### src/rtl/ahb_default_slave_cfg.sv
// AHB-Lite default slave: answers unmapped accesses with a configurable ERROR or OKAY
// response after optional wait states, and keeps a sideband log of faulting accesses.
module ahb_default_slave_cfg #(
  parameter int unsigned ADDR_W        = 32,
  parameter int unsigned DATA_W        = 32,
  parameter int unsigned RESP_MODE     = 0,
  parameter int unsigned WAIT_STATES   = 0,
  parameter int unsigned CNT_W         = 16,
  parameter logic [31:0] RDATA_PATTERN = 32'h0000_0000
) (
  input  logic              HCLK,
  input  logic              HRESETn,
  input  logic              HSEL,
  input  logic [ADDR_W-1:0] HADDR,
  input  logic [1:0]        HTRANS,
  input  logic              HWRITE,
  input  logic [2:0]        HSIZE,
  input  logic [DATA_W-1:0] HWDATA,
  input  logic              HREADY,
  output logic              HREADYOUT,
  output logic              HRESP,
  output logic [DATA_W-1:0] HRDATA,
  input  logic              err_clr,
  output logic              err_irq,
  output logic [ADDR_W-1:0] fault_addr,
  output logic              fault_write,
  output logic [2:0]        fault_size,
  output logic [CNT_W-1:0]  fault_count
);

  typedef enum logic [2:0] {S_IDLE, S_WAIT, S_ERR1, S_ERR2, S_DATA} state_t;

  localparam logic [3:0]        WLOAD   = (WAIT_STATES > 0) ? 4'(WAIT_STATES - 1) : 4'd0;
  localparam state_t            RESP_ST = (RESP_MODE != 0) ? S_DATA : S_ERR1;
  localparam logic [DATA_W-1:0] PAT     = DATA_W'(RDATA_PATTERN);

  state_t            state, state_n;
  logic [3:0]        wcnt, wcnt_n;
  logic              cap_write, cap_write_n;
  logic              ready_n, resp_n;
  logic [DATA_W-1:0] rdata_n;
  logic              accept;
  logic              unused_ok;

  assign accept    = HSEL & HREADY & HTRANS[1];
  assign unused_ok = ^{HWDATA, HTRANS[0]};

  always_comb begin
    state_n     = state;
    wcnt_n      = wcnt;
    cap_write_n = cap_write;
    case (state)
      S_WAIT: begin
        if (wcnt == '0) state_n = RESP_ST;
        else            wcnt_n  = wcnt - 4'd1;
      end
      S_ERR1: state_n = S_ERR2;
      default: begin
        state_n = S_IDLE;
        if (accept) begin
          cap_write_n = HWRITE;
          if (WAIT_STATES > 0) begin
            state_n = S_WAIT;
            wcnt_n  = WLOAD;
          end else begin
            state_n = RESP_ST;
          end
        end
      end
    endcase
    // Outputs are decoded from the next state so they can be registered alongside it.
    ready_n = !(state_n == S_WAIT || state_n == S_ERR1);
    resp_n  = (state_n == S_ERR1 || state_n == S_ERR2);
    rdata_n = (state_n == S_DATA && !cap_write_n) ? PAT : '0;
  end

  always_ff @(posedge HCLK or negedge HRESETn) begin
    if (!HRESETn) begin
      state     <= S_IDLE;
      wcnt      <= '0;
      cap_write <= 1'b0;
      HREADYOUT <= 1'b1;
      HRESP     <= 1'b0;
      HRDATA    <= '0;
    end else begin
      state     <= state_n;
      wcnt      <= wcnt_n;
      cap_write <= cap_write_n;
      HREADYOUT <= ready_n;
      HRESP     <= resp_n;
      HRDATA    <= rdata_n;
    end
  end

  // A new accept outranks a coincident clear, so the count restarts at one.
  always_ff @(posedge HCLK or negedge HRESETn) begin
    if (!HRESETn) begin
      err_irq     <= 1'b0;
      fault_addr  <= '0;
      fault_write <= 1'b0;
      fault_size  <= '0;
      fault_count <= '0;
    end else if (accept) begin
      err_irq     <= 1'b1;
      fault_addr  <= HADDR;
      fault_write <= HWRITE;
      fault_size  <= HSIZE;
      if (err_clr)                fault_count <= CNT_W'(1);
      else if (fault_count != '1) fault_count <= fault_count + CNT_W'(1);
    end else if (err_clr) begin
      err_irq     <= 1'b0;
      fault_count <= '0;
    end
  end

endmodule

### config.mk
export PLATFORM = sky130hd
export DESIGN_NAME = ahb_default_slave_cfg
export DESIGN_NICKNAME = d
export VERILOG_FILES = /design/src/rtl/ahb_default_slave_cfg.sv
export SDC_FILE = /design/constraint.sdc
export NUM_CORES = 1
export LEC_CHECK = 0
export CAP_MARGIN = 20
export CORE_UTILIZATION = 42
export CTS_CLUSTER_DIAMETER = 80
export DETAILED_ROUTE_END_ITERATION = 8
export GPL_TIMING_DRIVEN = 0
export PLACE_DENSITY = 0.86
export SYNTH_ARGS = -nofsm -noshare
export SYNTH_HDL_FRONTEND = slang
export SYNTH_SLANG_ARGS = --single-unit
### constraint.sdc
create_clock -name HCLK -period 2.83 [get_ports HCLK]
set_clock_uncertainty 0.2 [all_clocks]
set_input_delay 0.4245 -clock HCLK [delete_from_list [all_inputs] [get_ports HCLK]]
set_output_delay 0.4245 -clock HCLK [all_outputs]
set_load 0.05 [all_outputs]
==> results.sh <==
export IMPL_status="finished clean"
export IMPL_clock_latency_ps=340
export IMPL_die_h_um=85.5
export IMPL_rr_worst_depth=6
export IMPL_cpMostUsedCell="clkbuf_1"
export IMPL_power_switching_mw=0.985
export IMPL_holdWs_ps=275
export IMPL_drt_initial_drc_count=180
export IMPL_numCtsBuffers=9
export IMPL_grt_pass1_vias=2460
export IMPL_clock_power_share_pct=34.7
export IMPL_first_pass_iters=4
export IMPL_period_minus_slack_ps=2300
export IMPL_cp_start_kind="primary input"
export IMPL_synth_common_cells="nand2_1 (115), dfrtp_1 (61), buf_4 (33)"
export IMPL_cap_violations=0
export IMPL_async_reset_ff_share_pct=100
export IMPL_cts_resized=0
export IMPL_hpwlAfterDp_um=5000
export IMPL_cts_sinks=62
export IMPL_timing_rr_start="fault_count[0]$_DFFE_PN0P_"
export IMPL_p_per_area_mw_per_mm2=646
export IMPL_grt_total_usage_pct=19.7
export IMPL_rsz0062_at_grt="no"
export IMPL_nNetsFinal=541
export IMPL_synth_cell_types=43
export IMPL_cp_top_family="buffers and inverters"
export IMPL_post_cts_buffers=0
export IMPL_crit_path_top_delay_cell="clkdlybuf4s50_1"
export IMPL_worst_path_largest_cell_delay_ps=500
export IMPL_synth_enable_flop_cells=0
export IMPL_area_delta_synth_final_pct=49.8
export IMPL_synthDominantCellAreaShare_pct=52.2
export IMPL_dieArea_mm2=0.00731
export IMPL_synth_flop_cell="dfrtp_1"
export IMPL_p_int_mw=1.85
export IMPL_critPathBufInv=4
export IMPL_coreArea_mm2=0.00676
export IMPL_fmax_mhz=436
export IMPL_path_class="in -> reg"
export IMPL_synth_most_common_cell="nand2_1"
export IMPL_min_path_type="reg -> reg"
export IMPL_synth_area_top_cells="dfrtp_1 (52%), nand2_1 (15%), buf_4 (8.5%)"
export IMPL_syn_area_per_cell_um2=9.06
export IMPL_arrival_ps=2370
export IMPL_grt_max_degree=42
export IMPL_io_buffers=96
export IMPL_cts_tree="done"
export IMPL_fill_cells=545
export IMPL_setup_tns_ps=0
export IMPL_routed_wl_um=6840
export IMPL_drc=0
export IMPL_netlist_instances=323
export IMPL_finalHoldViolCount=0
export IMPL_htree_levels=3
export IMPL_leakage_nw=2.09
export IMPL_vias_per_cell=4.79
export IMPL_cp_data_required_time_ps=2900
export IMPL_clockBufferDepth=2
export IMPL_ir_drop_v=0.000333
export IMPL_yosysSeqAreaShare_pct=53.1
export IMPL_dpl_worst_slack_ps=147
export IMPL_ys_warnings_count=0
export IMPL_setup_violations=0
export IMPL_clk_pin_slew_worst_paths_ps=70
export IMPL_initial_core_util_pct=43.3
export IMPL_vias=2630
export IMPL_antenna_cells=0
export IMPL_r2r_end="fault_count[3]$_DFFE_PN0P_"
export IMPL_cp_depth=7
export IMPL_power_frac_comb_pct=29.0
export IMPL_path_cells="clkdlybuf4s50_1 > and3_1 > clkbuf_1 > clkbuf_1 > clkbuf_1 > nand2_1 > nand2_1"
export IMPL_grt_overflow=0
export IMPL_drive_gt1_share_pct=12.4
export IMPL_antenna_left=0
export IMPL_place_gp_congestion=0.768
export IMPL_grt_pass1_wl_um=11200
export IMPL_worst_pin_slew_ps=622
export IMPL_rows=30
export IMPL_io_pin_count=162
export IMPL_slew_headroom_pct=58.2
export IMPL_endpoint_kind="flip-flop"
export IMPL_synth_top_cell_by_area="dfrtp_1"
export IMPL_die_width_um=85.5
export IMPL_reg2reg_slack_ps=600
export IMPL_antenna_found_initial=0
export IMPL_synth_area_mm2=0.00293
export IMPL_finalWorstSetupSlack_ps=535
export IMPL_cts_root_buf="clkbuf_8"
export IMPL_ys_seq_elements=62
export IMPL_startpoint="HREADY"
export IMPL_seqPwrFrac_pct=36.3
export IMPL_period_share_pct=81.1
export IMPL_routedWlPerCell_um=12.4
export IMPL_ctsHoldBuffers=1
export IMPL_crit_path_end="fault_addr[12]$_DFFE_PN0P_"
export IMPL_drv_slew=0
export IMPL_path_max_fanout=10
export IMPL_power_switching_share_pct=34.8
## worst min-delay path by stage
stage                                    start                         end  cells after the start
global route        fault_addr[14]$_DFFE_PN0P_  fault_addr[14]$_DFFE_PN0P_                      2
CTS                  fault_addr[3]$_DFFE_PN0P_   fault_addr[3]$_DFFE_PN0P_                      2
detailed placement                     HRESETn  fault_addr[21]$_DFFE_PN0P_                      1
floorplan                              HRESETn             HRESP$_DFF_PN0_                      0
finish               fault_addr[3]$_DFFE_PN0P_   fault_addr[3]$_DFFE_PN0P_                      2
global placement    fault_addr[27]$_DFFE_PN0P_  fault_addr[27]$_DFFE_PN0P_                      2
## power groups by stage
stage	clock network, mW	registers [mW]	logic (mW)
finish	0.984	1.03	0.821
global route	1.04	1.04	0.864
CTS	1.00	1.03	0.825
detailed placement	0	1.04	0.822
global placement	0	1.04	0.809
floorplan	0	1.36	0.220
## area by class of cell
class / count / area, um^2 / share of cell area [%]
multi-input cells: 243 / 1180 / 26.9
inverters: 4 / 15.0 / 0.342
repair buffers: 98 / 986 / 22.5
flip-flops and latches: 62 / 1550 / 35.4
clock buffers: 9 / 124 / 2.83
clock inverters: 7 / 128 / 2.91
plain buffers: 46 / 298 / 6.79
well taps: 80 / 100 / 2.28
## worst min-delay path, stage by stage, from the launching register on
cell     delay (ps)
dfrtp_1         340
nand2_1          50
nand2_1          50
## metrics by stage
stage          utilization, %  instances  area (um^2)  power [mW]
3_3_place_gp             60.8        531         4110        1.85
2_1_floorplan               -        355         3050        1.58
3_5_place_dp             61.0        532         4120        1.87
4_1_cts                  64.9        549         4380        2.86
6_report                 64.9        549         4380        2.83
5_1_grt                  64.9        549         4380        2.95
## kinds of logic (layout without fill, tap and decap cells)
group	count (synthesis)	after routing	synth area share [%]
other cells	1	33	0.128
mux	2	2	0.770
compound gates	37	37	7.78
flops	62	62	53.1
fa+ha+maj	2	2	0.855
xor+xnor	2	2	0.599
buf+inv	50	164	10.7
simple gates	167	167	26.1
## placed cells by master, fill, tap and decap left out, types with 3 or more instances in the layout
cell type        instances
a21oi_1                 11
dfrtp_1                 61
clkbuf_8                 9
nand3_1                  3
nor2b_1                  4
inv_6                    3
nand2b_1                 4
clkbuf_1                12
clkdlybuf4s50_1         95
nand2_1                115
and3_1                   3
nand4_1                  8
o21ai_0                 11
nor2_1                   8
inv_1                    4
nor3_1                   4
bufinv_16                3
conb_1                  33
buf_4                   33
or3_1                    5
## layer usage
metal / routed length (um) / global-route usage (%) / up-vias
li1: - / - / 1289
met1: 2880 / 23.7 / 1238
met2: 3450 / 33.9 / 95
met3: 424 / 4.18 / 8
met4: 75 / 9.09 / 0
met5: 0 / 0 / -
## state kept, by name (all words and copies together), names as in the netlist
signal	count
HREADYOUT	1
HRESP	1
err_irq	1
fault_addr	32
fault_count	16
fault_size	3
fault_write	1
state	3
wcnt	4
(Power assumes the default switching activity.)
